==> config.mk <==
export PLATFORM = sky130hd
export DESIGN_NAME = mem_access_ctrl
export DESIGN_NICKNAME = d
export VERILOG_FILES = /design/src/rtl/mem_access_ctrl.sv
export SDC_FILE = /design/constraint.sdc
export NUM_CORES = 1
export LEC_CHECK = 0
export CELL_PAD_IN_SITES_DETAIL_PLACEMENT = 0
export CELL_PAD_IN_SITES_GLOBAL_PLACEMENT = 2
export CORE_MARGIN = 2
export CORE_UTILIZATION = 40
export CTS_BUF_LIST = sky130_fd_sc_hd__clkbuf_2 sky130_fd_sc_hd__clkbuf_4 sky130_fd_sc_hd__clkbuf_8
export CTS_CLUSTER_SIZE = 28
export DETAILED_ROUTE_END_ITERATION = 10
export DONT_BUFFER_PORTS = 1
export PLACE_DENSITY = 0.84
export SYNTH_ARGS = -nofsm -noshare
export SYNTH_HDL_FRONTEND = slang
export SYNTH_SLANG_ARGS = --single-unit
==> constraint.sdc <==
create_clock -name clk -period 7.4 [get_ports clk]
set_clock_uncertainty 0.1 [all_clocks]
set_input_delay 0 -clock clk [delete_from_list [all_inputs] [get_ports clk]]
set_output_delay 0 -clock clk [all_outputs]
set_load 0.02 [all_outputs]
==> src/rtl/mem_access_ctrl.sv <==
// mem_access_ctrl
// Sequences MEM-stage loads and stores onto an SRAM-like req/addr_ok/data_ok
// bus. While a transaction is outstanding it stalls the pipeline. It aligns
// and extends load data, and it flags misaligned accesses.
//
// Ports
//   clk, rst          clock, asynchronous active-high reset
//   mem_*_i           request from the MEM stage (valid, we, size, signed,
//                     addr, wdata)
//   flush_i           pipeline flush; cancels a start or an in-flight access
//   stall_o           hold MEM and earlier stages
//   ld_valid_o        one-cycle completion pulse (loads and stores)
//   ld_data_o         aligned/extended load result (0 for stores)
//   ale_o             misaligned-address exception (combinational)
//   bus_*_o           registered bus request (req, wr, wstrb, addr, wdata)
//   bus_*_i           bus handshake and read data
module mem_access_ctrl #(
    parameter int ADDR_WIDTH = 32,
    parameter int DATA_WIDTH = 32
) (
    input  logic                  clk,
    input  logic                  rst,
    input  logic                  mem_valid_i,
    input  logic                  mem_we_i,
    input  logic [1:0]            mem_size_i,
    input  logic                  mem_signed_i,
    input  logic [ADDR_WIDTH-1:0] mem_addr_i,
    input  logic [DATA_WIDTH-1:0] mem_wdata_i,
    input  logic                  flush_i,
    output logic                  stall_o,
    output logic                  ld_valid_o,
    output logic [DATA_WIDTH-1:0] ld_data_o,
    output logic                  ale_o,
    output logic                  bus_req_o,
    output logic                  bus_wr_o,
    output logic [3:0]            bus_wstrb_o,
    output logic [ADDR_WIDTH-1:0] bus_addr_o,
    output logic [DATA_WIDTH-1:0] bus_wdata_o,
    input  logic                  bus_addr_ok_i,
    input  logic                  bus_data_ok_i,
    input  logic [DATA_WIDTH-1:0] bus_rdata_i
);

    typedef enum logic [1:0] {S_IDLE, S_REQ, S_WAIT, S_DONE} state_t;

    state_t      r_state;
    logic        r_cancel;
    logic [1:0]  r_size;
    logic        r_signed;

    logic                  w_misaligned;
    logic                  w_idle_ok;
    logic                  w_start;
    logic                  w_drop;
    logic [3:0]            w_wstrb;
    logic [DATA_WIDTH-1:0] w_wdata;
    logic [DATA_WIDTH-1:0] w_shifted;
    logic [DATA_WIDTH-1:0] w_ld_data;

    assign w_misaligned = ((mem_size_i == 2'b01) & mem_addr_i[0]) |
                          (mem_size_i[1] & (|mem_addr_i[1:0]));
    assign w_idle_ok    = mem_valid_i & (r_state == S_IDLE) & ~flush_i;
    assign ale_o        = w_idle_ok & w_misaligned;
    assign w_start      = w_idle_ok & ~w_misaligned;
    assign stall_o      = (r_state == S_REQ) | (r_state == S_WAIT) | w_start;

    // A flush arriving in the same cycle as data_ok also discards the data,
    // so the flushed instruction can never retire.
    assign w_drop = r_cancel | flush_i;

    // Store lane steering: data is replicated across lanes, strobes select.
    always_comb begin
        w_wstrb = 4'b0000;
        w_wdata = mem_wdata_i;
        case (mem_size_i)
            2'b00: begin
                w_wstrb = 4'b0001 << mem_addr_i[1:0];
                w_wdata = {4{mem_wdata_i[7:0]}};
            end
            2'b01: begin
                w_wstrb = 4'b0011 << mem_addr_i[1:0];
                w_wdata = {2{mem_wdata_i[15:0]}};
            end
            default: w_wstrb = 4'b1111;
        endcase
        if (!mem_we_i) begin
            w_wstrb = 4'b0000;
        end
    end

    // Load alignment uses the latched address held on bus_addr_o.
    assign w_shifted = bus_rdata_i >> {bus_addr_o[1:0], 3'b000};

    always_comb begin
        case (r_size)
            2'b00:   w_ld_data = {{24{r_signed & w_shifted[7]}}, w_shifted[7:0]};
            2'b01:   w_ld_data = {{16{r_signed & w_shifted[15]}}, w_shifted[15:0]};
            default: w_ld_data = bus_rdata_i;
        endcase
        if (bus_wr_o) begin
            w_ld_data = '0;
        end
    end

    always_ff @(posedge clk or posedge rst) begin
        if (rst) begin
            r_state     <= S_IDLE;
            r_cancel    <= 1'b0;
            r_size      <= 2'b00;
            r_signed    <= 1'b0;
            bus_req_o   <= 1'b0;
            bus_wr_o    <= 1'b0;
            bus_wstrb_o <= 4'b0000;
            bus_addr_o  <= '0;
            bus_wdata_o <= '0;
            ld_valid_o  <= 1'b0;
            ld_data_o   <= '0;
        end else begin
            ld_valid_o <= 1'b0;
            case (r_state)
                S_IDLE: begin
                    if (w_start) begin
                        bus_req_o   <= 1'b1;
                        bus_wr_o    <= mem_we_i;
                        bus_wstrb_o <= w_wstrb;
                        bus_addr_o  <= mem_addr_i;
                        bus_wdata_o <= w_wdata;
                        r_size      <= mem_size_i;
                        r_signed    <= mem_signed_i;
                        r_cancel    <= 1'b0;
                        r_state     <= S_REQ;
                    end
                end
                S_REQ: begin
                    // The request cannot be withdrawn; a flush only marks it.
                    r_cancel <= r_cancel | flush_i;
                    if (bus_addr_ok_i) begin
                        bus_req_o <= 1'b0;
                        r_state   <= S_WAIT;
                    end
                end
                S_WAIT: begin
                    if (bus_data_ok_i) begin
                        r_cancel <= 1'b0;
                        if (w_drop) begin
                            r_state <= S_IDLE;
                        end else begin
                            ld_data_o  <= w_ld_data;
                            ld_valid_o <= 1'b1;
                            r_state    <= S_DONE;
                        end
                    end else begin
                        r_cancel <= r_cancel | flush_i;
                    end
                end
                S_DONE: begin
                    r_state <= S_IDLE;
                end
                default: r_state <= S_IDLE;
            endcase
        end
    end

endmodule

## Yosys cells after proc, flatten, opt, wreduce, memory -nomap -nowiden

Index checks and enable logic that the tools add are counted.

- Output and inout port bits: 105
- Bits in registers: 109
- Word-level logic and storage cells: 67
- Input port bits: 106

- Equal/unequal tests: 8
- Mux-type cells: 19
- Reduce and logical (&&, ||, !) cells: 11
- Shift-type cells: 3
- Bitwise operators: 15

Operators by type and width:

| cell | number |
|---|---|
| 32-bit case mux with 2 select lines | 2 |
| 32-bit two-way mux | 1 |
| 32-bit by 5-bit right shift with 16-bit output | 1 |
| 3-bit AND reduction | 3 |
| 1-bit bitwise AND | 8 |
| 2-bit two-way mux | 4 |
| 2-bit case mux with 4 select lines | 1 |
| 4-bit case mux with 2 select lines | 1 |
| 1-bit two-way mux | 7 |
| 2-bit by 1-bit == test with 1-bit output (second input constant) | 3 |
| 2-bit logical NOT | 3 |
| 2-bit inequality test (second input constant) | 3 |
| 2-bit == test (second input constant) | 2 |
| 4-bit two-way mux | 1 |
| 1-bit bitwise OR | 4 |
| 2-bit AND reduction | 2 |
| 1-bit by 2-bit left shift with 4-bit output (first input constant) | 1 |
| 2-bit by 2-bit left shift with 4-bit output (first input constant) | 1 |
| 1-bit inverter | 3 |
| 1-bit case mux with 3 select lines | 1 |
| 3-bit nonzero test | 1 |
| 1-bit case mux with 2 select lines | 1 |
| 2-bit nonzero test | 1 |
| 2-bit OR reduction | 1 |

## Logic depth before layout (Yosys ltp)

- Word-level depth: 7
- Mapped depth: 9
- Depth with buffers taken out: 8

## Least setup slack after synthesis

Ideal clock, no wire load.

- Kind: register to register
- From: register r_state[0]
- To: register ld_data_o[26]
- Period minus slack after synthesis: 2039 ps
- Cell stages (with the launch flop): 8
- Buffers on the path: 2
- Arrival time: 1812 ps
- Slack: 5361 ps
- Library setup time: 126 ps
- Cells stage by stage: dfrtp_1 inv_1 ha_1 nor3b_1 nand2_1 buf_2 clkbuf_1 a221o_1

- Longest elaborated chain between the ends: 2

RTL lines:

| element | RTL line | text |
|---|---|---|
| start, declared | 46 | `state_t r_state;` |
| start signal, assigned | 107 | `r_state <= S_IDLE;` |
| start signal, assigned | 131 | `r_state <= S_REQ;` |
| start signal, assigned | 139 | `r_state <= S_WAIT;` |
| 2-bit == test | 120 | `case (r_state)` |
| 3-bit AND reduction (no source line) | - |  |
| end signal, assigned | 148 | `ld_data_o <= w_ld_data;` |
| end, declared | 32 | `output logic [DATA_WIDTH-1:0] ld_data_o,` |

No other way between the ends.
A chain may end at the register's enable or synchronous reset.

## Worst setup path in the final report

- From: register r_state[0]
- To: register ld_data_o[30]

The elaborated chain is that of the path after synthesis.

==> results.py <==
metrics = {
    "status": {
        "status": "finished, final reports clean",
    },
    "worst_setup_path": {
        "path_max_fanout": 48,
        "slowest_stage": "nor3b_2",
        "regToRegStartpoint": "r_state[0]",
        "path_cells": "inv_1 > ha_1 > nor3b_1 > nand2_2 > nor3b_2 > a221o_1",
        "required_ps": 7630,
        "cp-start-kind": "flop",
        "critPathKind": "reg2reg",
        "cp.arrival_ps": 3300,
        "path_buf_inv": 1,
        "startpoint": "r_state[0]",
        "crit_path_end_kind": "flop",
        "path_delay_family": "simple AND/OR/NAND/NOR gates",
        "critPathMaxStageDelay_ps": 920,
    },
    "route": {
        "detail_route.vias_per_cell": 5.43,
        "wire_per_inst_um": 19.3,
        "detail_route.first_pass.iterations": 4,
        "vias": 3959,
        "drc": 0,
        "routed_wl_um": 14000,
        "drt_iter0_drc": 224,
        "drtAntennaViolNets": 0,
    },
    "cells_and_area": {
        "final.fill_count": 1084,
        "seq_area_um2": 2730,
        "nets": 663,
        "drive_gt1_frac": 0.131,
        "fin_util": 0.527,
        "area_delta_synth_final_pct": 29.7,
        "finalInstanceArea_um2": 6630,
        "multiInputGateArea_um2": 2200,
        "num_antenna_cells": 0,
    },
    "global_routing": {
        "antenna_found_initial": 0,
        "grt_pass1_vias": 4074,
        "grt_pass1_wl_um": 21200,
        "grt_overflow": 0,
        "grt_util_all_layers": 0.203,
        "grt_max_degree": 100,
    },
    "timing": {
        "drv_slew": 0,
        "worstMarginPinSlew_ps": 999,
        "fin_crit_sh": 0.415,
        "setup_tns_ps": 0,
        "rsz0062_at_grt": "no",
        "fin_crit_ps": 3070,
        "report.final.hold_viol_count": 0,
        "setup_viol": 0,
        "slew_headroom": 0.334,
        "max_freq_ghz": 0.326,
    },
    "yosys": {
        "synth-xor-area-share": 0,
        "synth_compound_area_frac": 0.156,
        "synth_cells": 454,
        "synth_common_cells": "dfrtp_1, nand2_1, mux2_2, o21ai_0, mux2i_1",
        "synth-edff-count": 0,
        "synth_warnings": 0,
        "ys_seq_area_frac": 0.534,
        "syn_avg_cell_area_um2": 11.3,
        "synth_adder_area_share": 0.0122,
        "synth_mux_area_frac": 0.163,
        "async_flop_share": 1.00,
        "synth_top_area_cell": "dfrtp_1",
        "synth.top_cell.area_share": 0.534,
        "synth_flop_cell": "dfrtp_1",
        "synth_top_family_by_area": "multiplexers",
        "yosys.area_share.simple": 0.0997,
        "ys_seq_elements": 109,
        "synth_nets": 565,
        "ys_types": 37,
        "synth_area_um2": 5110,
        "yosys-top-cells-area": "dfrtp_1, mux2_2, mux2i_1",
        "synth_most_common_cell": "dfrtp_1",
    },
    "cts": {
        "post_cts_buffers": 0,
        "cts.sinks": 109,
        "root_buffer": "clkbuf_8",
        "cts_made_buffers": 9,
        "ctsHtreeMaxLevel": 3,
        "path_clk_slew_ps": 100,
        "insertion_delay_ps": 380,
        "cts_tree": "done",
        "cts_buffer_depth": 2,
    },
    "pwr": {
        "ir_drop_v": 0.000179,
        "power_density_nw_per_um2": 390,
        "p_leak_uw": 0.00296,
        "total_power_uw": 2580,
    },
    "place": {
        "port_buffers": 0,
        "dpl.hpwl_um": 8860,
        "dpl-instance-area_um2": 5200,
        "gp_congestion": 0.775,
    },
    "die": {
        "fp.coreArea_um2": 12600,
        "floorplan.initialDensity": 0.407,
        "die_h_um": 117,
        "pin_count": 211,
        "fp.dieW_um": 117,
        "die-area_um2": 13700,
        "row_count": 41,
    },
    "hold_path": {
        "min_path_type": "in2reg",
        "min_from": "bus_rdata_i[26]",
    },
    "flow_run": {
        "drv_cap": 0,
    },
}
## area by class of cell
| type | count | share of cell area |
|---|---|---|
| sequential | 109 | 0.412 |
| multi-input combinational | 303 | 0.332 |
| timing repair buffer | 119 | 0.182 |
| tap | 172 | 0.0325 |
| clock buffer | 12 | 0.0240 |
| clock inverter | 4 | 0.0117 |
| inverter | 10 | 0.00604 |
## per-stage QoR
step	hold slack (ps)	setup slack, ps	std cells
after floorplan	-2.94	4430	454
after global placement	-203	4500	596
after detailed placement	-188	4350	596
after CTS	1.75	4330	729
after global routing	24.9	4090	729
final	17.5	4330	729
## flip-flops by register name, summed over array words and instances (netlist names)
register     count
bus_wr_o         1
bus_addr_o      32
ld_data_o       32
r_cancel         1
r_signed         1
ld_valid_o       1
bus_req_o        1
bus_wdata_o     32
r_state          2
r_size           2
bus_wstrb_o      4
## kinds of logic (layout without fill, tap and decap cells)
logic type,after synthesis,in the layout
compound gates,112,112
flops,109,109
simple gates,109,109
mux,77,77
buf+inv,42,145
fa+ha+maj,5,5
## worst register-to-register path, cell delays in order (launching register included)
cell and delay (ps):
dfrtp_1 430, inv_1 140, ha_1 170, nor3b_1 380
nand2_2 600, nor3b_2 930, a221o_1 280
## report_power, final
part / internal, uW / leakage [uW] / switching (uW) / total [uW]
clock: 215 / 0.000121 / 206 / 421
sequential: 872 / 0.00137 / 631 / 1500
combinational: 358 / 0.00148 / 302 / 660
total: 1450 / 0.00296 / 1140 / 2580
## path summary, 6_finish.rpt
path / end / slack, ps / cells after the start
max: ld_data_o[30] / 4330 / 6
min: ld_data_o[10] / 20 / 4
max reg2reg: ld_data_o[30] / 4330 / 6
min reg2reg: r_state[1] / 460 / 1
max in group asynchronous: ld_data_o[15] / 5620 / 4
min in group asynchronous: bus_addr_o[4] / 440 / 3
## metal layers
layer / share of wire / global-route usage / vias up
met5: 0 / 0 / -
met4: 0.022 / 0.0871 / 0
met3: 0.090 / 0.0731 / 22
met2: 0.50 / 0.346 / 170
met1: 0.39 / 0.230 / 1937
li1: - / - / 1830
## cells in the final DEF (no fill, tap or decap), types with 2 or more instances in the layout
cell and n:
a22o_1 2, dfrtp_1 109, nor3b_1 2, inv_1 9
mux2i_1 31, nand2b_1 9, dlygate4sd3_1 115, bufinv_16 2
mux2_2 45, a221o_1 17, ha_1 5, o31ai_1 2
o221ai_1 2, nor2b_1 14, buf_4 2, o41ai_1 15
nand2_1 52, nand3b_1 2, nor3_1 2, nor2_1 22
o2bb2ai_1 6, buf_12 2, a21oi_1 24, clkbuf_8 11
o21ai_0 37
## what timing repair did
action | 4_1_cts | 5_1_grt
hold buffers | 117 | 0
hold endpoints to repair | 142 | 0
resized for setup | 0 | 0
(Power assumes the default switching activity.)
